<file path="src/rtl/hack_kbd_ps2_rx_pkg.sv">
// Shared constants for the Hack keyboard receiver.
// Contents: bus widths, Hack key codes, the PS/2 set-2 prefix bytes,
// the frame-state enum, and an ASCII-to-key-code helper.
package hack_kbd_pkg;

  localparam int unsigned KEY_W  = 16;
  localparam int unsigned SCAN_W = 8;

  localparam logic [KEY_W-1:0] KEY_NONE      = 16'd0;
  localparam logic [KEY_W-1:0] KEY_SPACE     = 16'd32;
  localparam logic [KEY_W-1:0] KEY_NEWLINE   = 16'd128;
  localparam logic [KEY_W-1:0] KEY_BACKSPACE = 16'd129;
  localparam logic [KEY_W-1:0] KEY_LEFT      = 16'd130;
  localparam logic [KEY_W-1:0] KEY_UP        = 16'd131;
  localparam logic [KEY_W-1:0] KEY_RIGHT     = 16'd132;
  localparam logic [KEY_W-1:0] KEY_DOWN      = 16'd133;
  localparam logic [KEY_W-1:0] KEY_HOME      = 16'd134;
  localparam logic [KEY_W-1:0] KEY_END       = 16'd135;
  localparam logic [KEY_W-1:0] KEY_PGUP      = 16'd136;
  localparam logic [KEY_W-1:0] KEY_PGDN      = 16'd137;
  localparam logic [KEY_W-1:0] KEY_INSERT    = 16'd138;
  localparam logic [KEY_W-1:0] KEY_DELETE    = 16'd139;
  localparam logic [KEY_W-1:0] KEY_ESC       = 16'd140;
  localparam logic [KEY_W-1:0] KEY_F1        = 16'd141;
  localparam logic [KEY_W-1:0] KEY_F12       = 16'd152;

  localparam logic [SCAN_W-1:0] PS2_EXT = 8'hE0;
  localparam logic [SCAN_W-1:0] PS2_BRK = 8'hF0;

  typedef enum logic [1:0] {
    ST_IDLE,
    ST_DATA,
    ST_PARITY,
    ST_STOP
  } frame_state_e;

  // Printable keys map straight to their ASCII value.
  function automatic logic [KEY_W-1:0] key_ascii(input logic [7:0] c);
    return {8'h00, c};
  endfunction

endpackage

</file>
<file path="src/rtl/hack_kbd_ps2_rx_if.sv">
// Keyboard receiver bus: raw PS/2 lines in, Hack key word and scan strobes out.
// master = line driver / reader of results, slave = the receiver.
//   ps2_clk, ps2_data : PS/2 lines (idle high)
//   key               : Hack key code of the held key, 0 = none
//   scan_valid        : one-cycle pulse per good byte
//   scan_code         : last good byte
//   frame_err         : one-cycle pulse on a bad or abandoned frame
interface hack_kbd_ps2_rx_if;
  import hack_kbd_pkg::*;

  logic              ps2_clk;
  logic              ps2_data;
  logic [KEY_W-1:0]  key;
  logic              scan_valid;
  logic [SCAN_W-1:0] scan_code;
  logic              frame_err;

  modport master (
    output ps2_clk, ps2_data,
    input  key, scan_valid, scan_code, frame_err
  );

  modport slave (
    input  ps2_clk, ps2_data,
    output key, scan_valid, scan_code, frame_err
  );
endinterface

</file>
<file path="src/rtl/hack_kbd_ps2_rx_map.sv">
// Combinational PS/2 scan-code set 2 to Hack key-code lookup.
// Ports: i_ext (byte was preceded by E0), i_byte (scan byte),
//        o_code_c (Hack key code, 0 when the key has no Hack code).
module ps2_set2_to_hack
  import hack_kbd_pkg::*;
(
  input  logic              i_ext,
  input  logic [SCAN_W-1:0] i_byte,
  output logic [KEY_W-1:0]  o_code_c
);

  always_comb begin
    o_code_c = KEY_NONE;
    if (i_ext) begin
      case (i_byte)
        8'h6B:   o_code_c = KEY_LEFT;
        8'h75:   o_code_c = KEY_UP;
        8'h74:   o_code_c = KEY_RIGHT;
        8'h72:   o_code_c = KEY_DOWN;
        8'h6C:   o_code_c = KEY_HOME;
        8'h69:   o_code_c = KEY_END;
        8'h7D:   o_code_c = KEY_PGUP;
        8'h7A:   o_code_c = KEY_PGDN;
        8'h70:   o_code_c = KEY_INSERT;
        8'h71:   o_code_c = KEY_DELETE;
        default: o_code_c = KEY_NONE;
      endcase
    end else begin
      case (i_byte)
        8'h1C: o_code_c = key_ascii("A");
        8'h32: o_code_c = key_ascii("B");
        8'h21: o_code_c = key_ascii("C");
        8'h23: o_code_c = key_ascii("D");
        8'h24: o_code_c = key_ascii("E");
        8'h2B: o_code_c = key_ascii("F");
        8'h34: o_code_c = key_ascii("G");
        8'h33: o_code_c = key_ascii("H");
        8'h43: o_code_c = key_ascii("I");
        8'h3B: o_code_c = key_ascii("J");
        8'h42: o_code_c = key_ascii("K");
        8'h4B: o_code_c = key_ascii("L");
        8'h3A: o_code_c = key_ascii("M");
        8'h31: o_code_c = key_ascii("N");
        8'h44: o_code_c = key_ascii("O");
        8'h4D: o_code_c = key_ascii("P");
        8'h15: o_code_c = key_ascii("Q");
        8'h2D: o_code_c = key_ascii("R");
        8'h1B: o_code_c = key_ascii("S");
        8'h2C: o_code_c = key_ascii("T");
        8'h3C: o_code_c = key_ascii("U");
        8'h2A: o_code_c = key_ascii("V");
        8'h1D: o_code_c = key_ascii("W");
        8'h22: o_code_c = key_ascii("X");
        8'h35: o_code_c = key_ascii("Y");
        8'h1A: o_code_c = key_ascii("Z");
        8'h45: o_code_c = key_ascii("0");
        8'h16: o_code_c = key_ascii("1");
        8'h1E: o_code_c = key_ascii("2");
        8'h26: o_code_c = key_ascii("3");
        8'h25: o_code_c = key_ascii("4");
        8'h2E: o_code_c = key_ascii("5");
        8'h36: o_code_c = key_ascii("6");
        8'h3D: o_code_c = key_ascii("7");
        8'h3E: o_code_c = key_ascii("8");
        8'h46: o_code_c = key_ascii("9");
        8'h29: o_code_c = KEY_SPACE;
        8'h5A: o_code_c = KEY_NEWLINE;
        8'h66: o_code_c = KEY_BACKSPACE;
        8'h76: o_code_c = KEY_ESC;
        8'h05: o_code_c = KEY_F1;
        8'h06: o_code_c = KEY_F1 + 16'd1;
        8'h04: o_code_c = KEY_F1 + 16'd2;
        8'h0C: o_code_c = KEY_F1 + 16'd3;
        8'h03: o_code_c = KEY_F1 + 16'd4;
        8'h0B: o_code_c = KEY_F1 + 16'd5;
        8'h83: o_code_c = KEY_F1 + 16'd6;
        8'h0A: o_code_c = KEY_F1 + 16'd7;
        8'h01: o_code_c = KEY_F1 + 16'd8;
        8'h09: o_code_c = KEY_F1 + 16'd9;
        8'h78: o_code_c = KEY_F1 + 16'd10;
        8'h07: o_code_c = KEY_F12;
        default: o_code_c = KEY_NONE;
      endcase
    end
  end

endmodule

</file>
<file path="src/rtl/hack_kbd_ps2_rx.sv">
// PS/2 keyboard receiver feeding the Hack KBD word.
// Ports: clk, reset (async, active-high), bus (slave side of hack_kbd_ps2_rx_if):
//   ps2_clk/ps2_data in; key, scan_valid, scan_code, frame_err out (all registered).
module hack_kbd_ps2_rx
  import hack_kbd_pkg::*;
#(
  parameter int unsigned TIMEOUT_CYCLES = 50000,
  parameter int unsigned SYNC_STAGES    = 2
) (
  input  logic            clk,
  input  logic            reset,
  hack_kbd_ps2_rx_if.slave bus
);

  localparam int unsigned TO_W = $clog2(TIMEOUT_CYCLES + 1);

  logic [SYNC_STAGES-1:0] r_clk_sync;
  logic [SYNC_STAGES-1:0] r_data_sync;
  logic                   r_clk_prev;
  logic                   r_fall;
  logic                   w_clk_s;
  logic                   w_data_s;

  frame_state_e           r_state;
  logic [2:0]             r_bit_cnt;
  logic [SCAN_W-1:0]      r_shift;
  logic                   r_parity;
  logic [TO_W-1:0]        r_to_cnt;
  logic                   r_scan_valid;
  logic [SCAN_W-1:0]      r_scan_code;
  logic                   r_frame_err;

  logic [KEY_W-1:0]       r_key;
  logic                   r_brk_pend;
  logic                   r_ext_pend;
  logic [KEY_W-1:0]       w_code;

  assign w_clk_s  = r_clk_sync[SYNC_STAGES-1];
  assign w_data_s = r_data_sync[SYNC_STAGES-1];

  // Line synchronisers, preset high to match idle lines; fall strobe one cycle later.
  always_ff @(posedge clk or posedge reset) begin
    if (reset) begin
      r_clk_sync  <= '1;
      r_data_sync <= '1;
      r_clk_prev  <= 1'b1;
      r_fall      <= 1'b0;
    end else begin
      r_clk_sync  <= {r_clk_sync[SYNC_STAGES-2:0], bus.ps2_clk};
      r_data_sync <= {r_data_sync[SYNC_STAGES-2:0], bus.ps2_data};
      r_clk_prev  <= w_clk_s;
      r_fall      <= r_clk_prev & ~w_clk_s;
    end
  end

  // Frame FSM with inactivity timeout; a fall in the same cycle beats the timeout.
  always_ff @(posedge clk or posedge reset) begin
    if (reset) begin
      r_state      <= ST_IDLE;
      r_bit_cnt    <= 3'd0;
      r_shift      <= '0;
      r_parity     <= 1'b0;
      r_to_cnt     <= '0;
      r_scan_valid <= 1'b0;
      r_scan_code  <= '0;
      r_frame_err  <= 1'b0;
    end else begin
      r_scan_valid <= 1'b0;
      r_frame_err  <= 1'b0;
      if (r_fall) begin
        r_to_cnt <= '0;
        case (r_state)
          ST_IDLE: begin
            if (!w_data_s) begin
              r_state   <= ST_DATA;
              r_bit_cnt <= 3'd0;
            end else begin
              r_frame_err <= 1'b1;
            end
          end
          ST_DATA: begin
            r_shift   <= {w_data_s, r_shift[SCAN_W-1:1]};
            r_bit_cnt <= r_bit_cnt + 3'd1;
            if (r_bit_cnt == 3'd7) r_state <= ST_PARITY;
          end
          ST_PARITY: begin
            r_parity <= w_data_s;
            r_state  <= ST_STOP;
          end
          ST_STOP: begin
            // Odd parity: data bits plus parity bit must XOR to 1.
            if (w_data_s && (^{r_shift, r_parity})) begin
              r_scan_valid <= 1'b1;
              r_scan_code  <= r_shift;
            end else begin
              r_frame_err <= 1'b1;
            end
            r_state <= ST_IDLE;
          end
          default: r_state <= ST_IDLE;
        endcase
      end else if (r_state != ST_IDLE) begin
        if (r_to_cnt == TO_W'(TIMEOUT_CYCLES - 1)) begin
          r_state     <= ST_IDLE;
          r_frame_err <= 1'b1;
          r_to_cnt    <= '0;
        end else begin
          r_to_cnt <= r_to_cnt + TO_W'(1);
        end
      end else begin
        r_to_cnt <= '0;
      end
    end
  end

  ps2_set2_to_hack u_map (
    .i_ext    (r_ext_pend),
    .i_byte   (r_scan_code),
    .o_code_c (w_code)
  );

  // Make/break decoder: tracks the single held key.
  always_ff @(posedge clk or posedge reset) begin
    if (reset) begin
      r_key      <= KEY_NONE;
      r_brk_pend <= 1'b0;
      r_ext_pend <= 1'b0;
    end else if (r_scan_valid) begin
      if (r_scan_code == PS2_BRK) begin
        r_brk_pend <= 1'b1;
      end else if (r_scan_code == PS2_EXT) begin
        r_ext_pend <= 1'b1;
      end else begin
        if (!r_brk_pend && (w_code != KEY_NONE)) begin
          r_key <= w_code;
        end else if (r_brk_pend && (w_code == r_key)) begin
          r_key <= KEY_NONE;
        end
        r_brk_pend <= 1'b0;
        r_ext_pend <= 1'b0;
      end
    end
  end

  assign bus.key        = r_key;
  assign bus.scan_valid = r_scan_valid;
  assign bus.scan_code  = r_scan_code;
  assign bus.frame_err  = r_frame_err;

endmodule
</file>
<file path="src/flat_wrapper.sv">
// flat-port wrapper written by rule: the top's interface ports become plain ports
module hack_kbd_ps2_rx_flat import hack_kbd_pkg::*;
#(
  parameter int unsigned TIMEOUT_CYCLES = 50000,
  parameter int unsigned SYNC_STAGES    = 2
)
  (clk, reset, bus_ps2_clk, bus_ps2_data, bus_key, bus_scan_valid, bus_scan_code, bus_frame_err);
  hack_kbd_ps2_rx_if bus_i ();
  input  logic clk;
  input  logic reset;
  input wire logic [$bits(bus_i.ps2_clk)-1:0] bus_ps2_clk;
  input wire logic [$bits(bus_i.ps2_data)-1:0] bus_ps2_data;
  output wire logic [$bits(bus_i.key)-1:0] bus_key;
  output wire logic [$bits(bus_i.scan_valid)-1:0] bus_scan_valid;
  output wire logic [$bits(bus_i.scan_code)-1:0] bus_scan_code;
  output wire logic [$bits(bus_i.frame_err)-1:0] bus_frame_err;
  assign bus_i.ps2_clk = bus_ps2_clk;
  assign bus_i.ps2_data = bus_ps2_data;
  assign bus_key = bus_i.key;
  assign bus_scan_valid = bus_i.scan_valid;
  assign bus_scan_code = bus_i.scan_code;
  assign bus_frame_err = bus_i.frame_err;
  hack_kbd_ps2_rx #(.TIMEOUT_CYCLES(TIMEOUT_CYCLES), .SYNC_STAGES(SYNC_STAGES)) u_core (.clk(clk), .reset(reset), .bus(bus_i));
endmodule
</file>
<file path="config.mk">
export PLATFORM = sky130hd
export DESIGN_NAME = hack_kbd_ps2_rx_flat
export DESIGN_NICKNAME = d
export VERILOG_FILES = /design/src/rtl/hack_kbd_ps2_rx_pkg.sv /design/src/rtl/hack_kbd_ps2_rx_if.sv /design/src/rtl/hack_kbd_ps2_rx_map.sv /design/src/rtl/hack_kbd_ps2_rx.sv /design/src/flat_wrapper.sv
export SDC_FILE = /design/constraint.sdc
export NUM_CORES = 1
export LEC_CHECK = 0
export CAP_MARGIN = 20
export CORE_ASPECT_RATIO = 0.7
export CORE_MARGIN = 2
export CORE_UTILIZATION = 60
export DETAILED_ROUTE_END_ITERATION = 8
export PLACE_DENSITY = 0.81
export SKIP_LAST_GASP = 1
export SLEW_MARGIN = 20
export SYNTH_ARGS = -nofsm -noshare
export SYNTH_HDL_FRONTEND = slang
export SYNTH_SLANG_ARGS = --single-unit
</file>
<file path="constraint.sdc">
create_clock -name clk -period 5.7 [get_ports clk]
set_input_delay 1.14 -clock clk [delete_from_list [all_inputs] [get_ports clk]]
set_output_delay 1.14 -clock clk [all_outputs]
set_load 0.03 [all_outputs]
</file>
==> After elaboration in Yosys (flattened, before gate mapping) <==
Memory sizes are Yosys's and may differ from the RTL's.
Index checks and enable logic that the tools add are counted.
{ "classes": {"add_sub_neg": 2, "n_eq_ne": 22, "muxes": 27, "bitwise": 4, "reduce_logical": 20} }
{ "ops": {"columns": ["op", "count"], "rows": [
  ["two-way mux 16 bit", 6],
  ["equality test 8 x 7 -> 1 bit, second input constant", 10],
  ["one-hot mux 8 bit (10 select lines)", 1],
  ["adder 16 x 1 -> 16 bit, second input constant", 1],
  ["equality test 16 bit", 1],
  ["equality test 16 bit, second input constant", 1],
  ["equality test 8 bit, second input constant", 2],
  ["nonzero test 16 bit", 1],
  ["two-way mux 1 bit", 11],
  ["two-way mux 2 bit", 5],
  ["nonzero test 2 bit", 5],
  ["XOR reduction 9 bit", 1],
  ["one-hot mux 2 bit (4 select lines)", 1],
  ["AND reduction 2 bit", 4],
  ["AND reduction 4 bit", 2],
  ["!= test 3 bit, second input constant", 2],
  ["one-hot mux 3 bit (2 select lines)", 1],
  ["AND reduction 3 bit", 2],
  ["equality test 2 bit, second input constant", 2],
  ["adder 3 x 1 -> 3 bit, second input constant", 1],
  ["equality test 3 bit, second input constant", 1],
  ["logical AND 1 bit", 3],
  ["two-way mux 3 bit", 1],
  ["NOT 1 bit", 3],
  ["7 further kinds", 7]
]} }
{ "word_totals": {"reg_bits": 64, "mem_bits_ro": 2048, "inputBits": 4, "out_inout_bits": 26, "word_cells": 91, "n_memories": 1} }
{ "mem_list": {"columns": ["memory", "depth", "width", "read_ports", "rd_clocked_by_memory_dff", "wr", "line", "text"], "rows": [
  ["(no name shown)", 256, 8, 1, 0, 0, "hack_kbd_ps2_rx_map.sv:29", "case (i_byte)"]
]} }

==> Depth between registers and ports, before layout <==
{ "logic_depth": {"depth_word": 7, "mapped_depth": 12} }

==> By module <==
From an unflattened synthesis, not the netlist that was laid out.
{ "unflattened": {"hier_cells": 466, "hier_area_um2": 4325.4} }
{ "by_module_without_submodules": {"columns": ["module", "n_inst", "cells_per_inst", "area_each_um2", "seq_area_each_um2"], "rows": [
  ["hack_kbd_ps2_rx", 1, 272, 3009.1, 1607.8],
  ["ps2_set2_to_hack", 1, 194, 1316.3, 0.0]
]} }

==> Least setup slack after synthesis <==
No wires, ideal clock.
{ "synth_timing": {"kind": "register to register", "start": "reg u_core.r_scan_code[0], in the netlist u_core.bus.scan_code[0]", "end": "reg u_core.r_key[3], in the netlist u_core.bus.key[3]", "arrival_time_ns": 3.183, "setup_slack_ns": 2.395, "stages_incl_launch_ff": 11, "n_path_buf": 1, "period_less_slack_ns": 3.305, "cell_sequence": "dfrtp_1 -> clkbuf_1 -> inv_1 -> ha_1 -> mux2_1 -> a221oi_1 -> o2111ai_1 -> a2111o_1 -> nor3b_2 -> nand4_4 -> a32o_1"} }
{ "synth_between": {"elab_chain_cells": 7, "word_cells_on_any_way": 24, "cone_classes": "eq/ne: 13; mux: 3; bitwise: 2; reduce/logical: 5; memory: 1"} }
{ "synth_rtl": {"columns": ["item", "line", "text"], "rows": [
  ["start: declaration", "hack_kbd_ps2_rx.sv:30", "logic [SCAN_W-1:0] r_scan_code;"],
  ["start signal: assignment", "hack_kbd_ps2_rx.sv:94", "r_scan_code <= r_shift;"],
  ["branches (longest 7 deep; another with memory (256 x 8 bit))", null, null],
  ["end signal: assignment", "hack_kbd_ps2_rx.sv:135", "r_key <= w_code;"],
  ["end: declaration", "hack_kbd_ps2_rx.sv:33", "logic [KEY_W-1:0] r_key;"]
]} }
Several ways; the timed one is not identified.
A chain may end at the register's enable or synchronous reset.

==> Worst setup path in the final report <==
{ "layout_timing": {"start": "reg u_core.r_scan_code[1], in the netlist u_core.bus.scan_code[1]", "end": "reg u_core.r_key[3], in the netlist u_core.bus.key[3]"} }
The elaborated chain is that of the path after synthesis.

==> impl_summary.txt <==
----------------------------------------------------
[Critical path]
  Category of the critical setup timing path ... flip-flop to flip-flop
  Delay of the slowest cell on the worst path ... roughly 0.6 ns
  Reg2Reg Capture Point ... u_core.bus.key[3]
  Register-to-Register Setup Slack ... ~2.1 ns
  Category of the worst setup path capture point ... flip-flop
  Worst reg2reg path startpoint ... u_core.bus.scan_code[1]
  Startpoint type of the worst setup path ... flip-flop
  Critical path fanouts, max ... 15
  Number of cells traversed by the worst register-to-register path ... 10
  Crit-path cells ... inv_1, ha_1, mux2i_1, mux2i_1, a221oi_1, o2111ai_1, a2111o_1, nor3b_2, nand4_4, a32o_1
  Worst Path Arrival ... ~3.8 ns
  Data required, critical path ... 5.90 ns
  Slowest cell on crit path ... sky130_fd_sc_hd__dfrtp_1
  Most repeated library cell on the critical path ... sky130_fd_sc_hd__mux2i_1

[Logic synthesis]
  Mapped cell area ... a little over 4000 µm²
  Flip-flop and latch count after synthesis ... 56
  Mapped Cells ... roughly 430
  Warning count from the yosys run ... 0
  Commonest register cell after synthesis ... sky130_fd_sc_hd__dfrtp_1
  Portion of the post-synthesis area used by sequential elements ... 35.0%
  Number of enable flip-flop cells after synthesis ... 0
  Distinct cell type count of the synthesized netlist ... 80
  Ys async rst share ... 100%
  Post-synthesis area per instance ... approximately 9.3 µm²

[Routing]
  Number of vias per cell ... 6.28
  Wire length per cell after detailed routing ... roughly 17 µm
  TritonRoute pass-1 iters ... 5
  Detailed Route Iter0 Violations ... 336
  Via total after detailed routing ... approximately 3.3k
  Total wire length after detailed routing ... around 9000 µm
  Total DRC errors in the routed layout ... 0
  Number of nets still failing antenna checks after routing ... 0

[STA]
  Final worst setup slack ... ~2.1 ns
  Final Skew ... between 0.009 and 0.01 ns
  Period Utilization, post-route ... between 60 and 70%
  Final setup viols ... 0
  Highest Clock Rate ... between 200 and 300 MHz
  Setup repair after global routing missed its margin ... no
  Worst hold slack after final layout ... 0.364 ns
  Min Tclk post-route ... 3.59 ns
  Total count of max-transition violations in the final report ... 0
  Number of hold violations in the final report ... 0
  Slew at the pin closest to its max-slew limit ... around 1.1 ns
  Slew headroom ... approximately 29%
  Setup TNS ... 0 ns

[Finish]
  Seq. cell area ... about 1400 µm²
  Nets ... around 460
  Fraction of layout instances using a drive strength above 1 ... approximately 11%
  Combined area of the multi-input logic cells ... 2370 µm²
  Count of fill cells added during filler insertion ... around 530
  N_diodes ... 0
  Layout-stage area growth over the synthesis result ... 6.31%

[Clock network]
  CTS sink cnt ... 56
  CTS Buffer Depth ... 2
  Postcts setup bufs ... 0
  TritonCTS clock tree ... done
  Clock Latency Late Sink ... 0.31 ns
  CTS Hold Bufs ... 0
  PostCTS Resize Cnt ... 0
  Root cell of the clock tree ... sky130_fd_sc_hd__clkbuf_8
  Total CTS buffers ... 5
  Clock-pin slew of the registers on the worst-case setup and hold paths ... roughly 0.1 ns
  CTS H-tree lvls ... 2

[Hold path]
  WHS Endpoint ... u_core.r_data_sync[1]
  Hold WC Path Type ... flip-flop to flip-flop
  Launch point of the worst hold path ... u_core.r_data_sync[0]
  Hold-critical path depth ... 0

[Run status]
  Result of the run ... finished, final reports clean

[Power and ir drop]
  Sw Pwr ... roughly 270 µW
  Worst ir drop on vdd ... 0.264 mV
  Logic pwr share ... a little over a fifth
  Power per standard cell area ... just over 200 nW/µm²
  Switching Share ... 31.4%
  Sequential Power Share ... a little over half
  Static leakage power ... 1.76 nW
  Clock power frac ... between 20% and 30%
  Internal Power ... between 500 and 600 µW

[Global routing]
  Met3 capacity usage during global routing ... 5.88%
  Initial antenna violation count ... 0
  Overall Global Routing Usage ... approximately 26%
  Global-route wire length before repair ... between 15000 and 20000 µm
  Met1 track demand over resource ... between 30% and 40%
  Pin count of the biggest net entering global routing ... between 50 and 60
  Number of global-route vias before repair ... roughly 3.0k
  Most used routing layer ... met1
  Total grt overflow ... 0
  Met2 track demand over resource ... 37.9%

[Floorplanning]
  Chip height ... around 73 µm
  Core box area ... ~6400 µm²
  Total Die Area ... about 7400 µm²
  Die extent in x ... between 100 and 150 µm
  Initial core utilization ... a little over three fifths
  Number of top-level pins ... 30
  Core Rows ... 24

[Run]
  Reported max-cap violation count ... 0

[Placed design]
  HPWL Detailed ... roughly 6500 µm
  Number of I/O port buffers ... 21
  Pre-CTS worst setup slack ... about 2.2 ns
  Global placement routability congestion ... approximately 1.1

----------------------------------------------------
per-layer routing:
metal	wire length, µm	part of all wire [%]
met1	4220	47
met2	3820	42
met3	898	10
met4	82	0.91
met5	0	0
metrics by stage:
stage,power [mW],cell area [µm²],cells,utilization (%)
after CTS,0.869,4280,530,67.2
after floorplan,0.612,4050,439,-
after global routing,0.913,4280,530,67.2
after global placement,0.636,4190,522,65.8
after detailed placement,0.648,4190,522,65.8
final,0.861,4280,530,67.2
registers in the layout (all words and copies together) (netlist names), 2 cells and up:
register	flops
u_core.r_bit_cnt	3
u_core.bus.key	8
u_core.bus.scan_code	8
u_core.r_to_cnt	16
u_core.r_clk_sync	2
u_core.r_state	2
u_core.r_data_sync	2
u_core.r_shift	8
power groups by stage:
stage,sequential (mW),combinational (mW),clock (mW)
2_1_floorplan,0.456,0.155,0
3_3_place_gp,0.461,0.175,0
5_1_grt,0.461,0.207,0.245
6_report,0.456,0.183,0.222
4_1_cts,0.456,0.185,0.229
3_5_place_dp,0.463,0.185,0
how the worst max path moves through the flow:
| stage | from | to | slack [ns] | depth (start not counted) |
|---|---|---|---|---|
| 4_1_cts | u_core.bus.scan_code[1] | u_core.bus.key[3] | 2.15 | 10 |
| 6_report | u_core.bus.scan_code[1] | u_core.bus.key[3] | 2.11 | 10 |
| 3_3_place_gp | u_core.bus.scan_code[3] | u_core.bus.key[4] | 2.29 | 8 |
| 2_1_floorplan | u_core.bus.scan_code[0] | u_core.bus.key[3] | 2.39 | 10 |
| 5_1_grt | u_core.bus.scan_code[1] | u_core.bus.key[3] | 1.78 | 10 |
| 3_5_place_dp | u_core.bus.scan_code[1] | u_core.bus.key[3] | 2.19 | 10 |
kinds of logic after synthesis:
| group | share of synthesized area (%) |
|---|---|
| simple gates | 21.2 |
| fa+ha+maj | 4.35 |
| flops | 35.0 |
| other cells | 0.0931 |
| xor+xnor | 5.66 |
| compound gates | 17.9 |
| buf+inv | 6.77 |
| mux | 9.07 |
synthesized netlist by cell type (all sizes together), types with 2 or more instances:
| library cell | n | share of area, % |
|---|---|---|
| a2111oi | 2 | 0.44 |
| o21a | 3 | 0.56 |
| nand3b | 3 | 0.56 |
| a21oi | 10 | 1.2 |
| a21o | 3 | 0.56 |
| ha | 14 | 4.4 |
| inv | 15 | 1.4 |
| or3 | 3 | 0.47 |
| o2111ai | 3 | 0.65 |
| a32oi | 2 | 0.44 |
| nor4 | 3 | 0.84 |
| a21boi | 2 | 0.37 |
| dfrtp | 51 | 32 |
| mux4 | 3 | 1.8 |
| a211oi | 6 | 1.1 |
| mux2 | 19 | 5.3 |
| nor3 | 8 | 0.99 |
| o31ai | 5 | 1.4 |
| nor2 | 49 | 4.6 |
| nand2 | 33 | 3.1 |
| buf | 24 | 4.5 |
| nor2b | 11 | 1.7 |
| o211ai | 3 | 0.56 |
| a32o | 2 | 0.50 |
| xor2 | 12 | 2.6 |
| o32ai | 3 | 0.84 |
| mux2i | 8 | 2.0 |
| clkbuf | 9 | 0.84 |
| o22ai | 3 | 0.47 |
| dfstp | 5 | 3.3 |
| o2bb2ai | 2 | 0.44 |
| a2111o | 2 | 0.56 |
| nand2b | 11 | 1.7 |
| a31o | 6 | 1.3 |
| nand3 | 12 | 1.5 |
| and3 | 7 | 1.1 |
| o221ai | 2 | 0.44 |
| or2 | 5 | 0.84 |
| nand4 | 4 | 0.99 |
| o21ai | 13 | 1.6 |
| o311ai | 2 | 0.44 |
| nor3b | 4 | 0.87 |
| xnor2 | 14 | 3.0 |
| a31oi | 9 | 1.4 |
| and2 | 5 | 0.78 |
cells in the final DEF (no fill, tap or decap), types with 7 or more instances in the layout:
cell type / count
sky130_fd_sc_hd__ha_1: 14
sky130_fd_sc_hd__clkdlybuf4s50_1: 21
sky130_fd_sc_hd__nand3_1: 12
sky130_fd_sc_hd__o21ai_0: 13
sky130_fd_sc_hd__mux2i_1: 8
sky130_fd_sc_hd__inv_1: 14
sky130_fd_sc_hd__and3_1: 7
sky130_fd_sc_hd__conb_1: 8
sky130_fd_sc_hd__mux2_2: 18
sky130_fd_sc_hd__dfrtp_1: 51
sky130_fd_sc_hd__a31oi_1: 9
sky130_fd_sc_hd__nand2_1: 32
sky130_fd_sc_hd__nor3_1: 8
sky130_fd_sc_hd__nand2b_1: 11
sky130_fd_sc_hd__xnor2_1: 14
sky130_fd_sc_hd__xor2_1: 12
sky130_fd_sc_hd__nor2_1: 49
sky130_fd_sc_hd__nor2b_1: 11
sky130_fd_sc_hd__a21oi_1: 10
worst max-delay path, delay by kind of cell, from the launching register on:
| kind | cells | cell delay [ns] |
|---|---|---|
| adder cells (fa/ha/maj) | 1 | 0.41 |
| AO/OA/AOI/OAI | 4 | 1.45 |
| AND/OR/NAND/NOR | 2 | 0.43 |
| multiplexers | 2 | 0.40 |
| buffers and inverters | 1 | 0.18 |
| flip-flops | 1 | 0.60 |
cell type report:
cell class / instances / share of cell area, %
Inverter: 15 / 1.32
Sequential cell: 56 / 32.9
Timing Repair Buffer: 25 / 5.61
Tap cell: 91 / 2.66
Multi-Input combinational cell: 335 / 55.4
Clock buffer: 5 / 1.61
Clock inverter: 3 / 0.497
Power figures use the tool's default switching activity.
==> RTL edit: new RTL, config.mk and constraints unchanged <==
`SYNC_STAGES` is set to 2 in 2 places; all go to 4.
--- a/src/rtl/hack_kbd_ps2_rx.sv
+++ b/src/rtl/hack_kbd_ps2_rx.sv
@@ -6,5 +6,5 @@
 #(
   parameter int unsigned TIMEOUT_CYCLES = 50000,
-  parameter int unsigned SYNC_STAGES    = 2
+  parameter int unsigned SYNC_STAGES    = 4
 ) (
   input  logic            clk,
--- a/src/flat_wrapper.sv
+++ b/src/flat_wrapper.sv
@@ -3,5 +3,5 @@
 #(
   parameter int unsigned TIMEOUT_CYCLES = 50000,
-  parameter int unsigned SYNC_STAGES    = 2
+  parameter int unsigned SYNC_STAGES    = 4
 )
   (clk, reset, bus_ps2_clk, bus_ps2_data, bus_key, bus_scan_valid, bus_scan_code, bus_frame_err);
Check against the original RTL: not equivalent (Yosys sat finds a counterexample within 10 cycles, from zero or initial values and one cycle with reset high).
==> RTL edit against the unedited design <==
Wire length increased by 7.2%. Power rose by 36%. Worst setup slack worse by 0.32 ns. Die area increased by 1.9%. Fmax down 8.1%. Sequential cell count increased by 4. Design area grew 5.7%. Clock skew up 0.00052 ns. Synthesized area increased by 2.1%. Hold slack worse by 0.0063 ns. Synthesized cell count up 6.5%. Core utilization up 0.37 points. Critical endpoint is now u_core.bus.key[6]$_DFFE_PP0P_. Highest routed layer unchanged.
==> RTL edit: results (changes against the unedited design) <==
OUTCOME='completed'
WORSTPATHMAXFANOUT=16  # +1
HPWLAFTERDP_MM=6.88  # +6.1%
SYNTH_CELL_TYPES=77  # -3.8%
HTREEDEPTH=3  # +1
GLOBAL_ROUTE_WIRE_LENGTH_BEFORE_REPAIR_MM=15.7  # +4.0%
PRE_CTS_SLACK_NS=1.90  # -0.298 ns
CPPEAKSTAGEDELAY_NS=0.57  # -0.03 ns
FINAL_CELLS=564  # +6.4%
GRT_MAX_DEGREE=61  # +7.0%
VIASPERCELL=6.27  # -0.27%
GP_CONGESTION=1.09  # +0.79%
NUM-FILL-CELLS=541  # +3.0%
CTS.PATH.MAX_BUFFERS=2  # unchanged
POWER.LEAKAGE_nW=1.85  # +5.1%
RR_ENDPOINT='u_core.bus.key[6]$_DFFE_PP0P_'
WORST_SKEW_PAIR.LATE_LATENCY_NS=0.33  # +0.02 ns
CLK_PIN_SLEW_WORST_PATHS_NS=0.08  # -0.02 ns
POST_DP_CELL_AREA_SQ_MM=0.00430  # +2.6%
PEAKVDDDROP_mV=0.345  # +31%
MAX-SLEW-MARGIN-REL_PCT=37.3  # +8.6 points
ACHIEVABLE-FREQUENCY_GHz=0.256  # -8.1%
NNETSFINAL=483  # +5.9%
DETAIL_ROUTE.WIRELENGTH_MM=9.67  # +7.2%
WORST-R2R-SETUP-SLACK_NS=1.79  # -0.32 ns
DETAIL_ROUTE.ITER0.VIOLATIONS=424  # +26%
POST-PLACE-CELLS=548  # +5.0%
FIRST_GLOBAL_VIAS=3101  # +2.3%
GRTUSAGETOTAL_PCT=26.5  # +0.83 points
LARGEST_REGISTER_FFS=16  # unchanged
CTS-BUFFERS-INSERTED=9  # +4
SYNTHESIS.AREA_PER_INSTANCE_SQ_UM=8.93  # -4.2%
SEQ_AREA_FRAC_SYNTH_PCT=36.8  # +1.9 points
TIMING.RR.START='u_core.bus.scan_code[1]$_DFFE_PP0P_'
NETLIST_TOP_CELLS_COUNT='sky130_fd_sc_hd__nand2_1 (55), sky130_fd_sc_hd__dfrtp_1 (51), sky130_fd_sc_hd__nor2_1 (41), sky130_fd_sc_hd__a21oi_1 (20), sky130_fd_sc_hd__o21ai_0 (18)'
TIMING.CLOCK.SKEW_NS=0.0100  # +0.000523 ns
RTL edit: worst min-delay path by stage:
stage,to,slack (ns),depth (start not counted)
after floorplan,u_core.r_clk_sync[1]$_DFF_PP1_,0.35,0
after global placement,u_core.r_clk_sync[1]$_DFF_PP1_,0.35,0
after detailed placement,u_core.r_clk_sync[2]$_DFF_PP1_,0.35,0
after CTS,u_core.r_clk_sync[2]$_DFF_PP1_,0.36,0
after global routing,u_core.r_clk_sync[2]$_DFF_PP1_,0.36,0
final,u_core.r_clk_sync[2]$_DFF_PP1_,0.36,0
RTL edit: routing by layer:
layer,routed length (um),up-vias,global-route usage (%)
met5,0,-,0
met4,90,0,3.95
met3,1170,20,10.6
met2,4050,210,35.1
met1,4360,1660,41.3
li1,-,1645,-
RTL edit: area by class of cell:
type | count | area, sq um | share of cell area, %
timing repair buffer | 24 | 233 | 5.14
inverter | 13 | 48.8 | 1.08
clock inverter | 7 | 100 | 2.21
tap | 94 | 118 | 2.60
clock buffer | 9 | 124 | 2.74
sequential | 60 | 1510 | 33.5
multi-input combinational | 357 | 2390 | 52.8
RTL edit: cells by family (layout without fill, tap and decap cells):
| kind of cell | count (synthesis) | after routing | synth area share, % |
|---|---|---|---|
| simple gates | 185 | 185 | 23.1 |
| buf+inv | 50 | 53 | 5.69 |
| mux | 22 | 22 | 6.49 |
| compound gates | 104 | 104 | 18.4 |
| other cells | 1 | 8 | 0.0913 |
| fa+ha+maj | 14 | 14 | 4.26 |
| flops | 60 | 60 | 36.8 |
| xor+xnor | 24 | 24 | 5.12 |
RTL edit: report_power, final:
group | switching (mW) | internal (mW)
combinational | 0.136 | 0.102
clock | 0.177 | 0.248
sequential | 0.0410 | 0.465
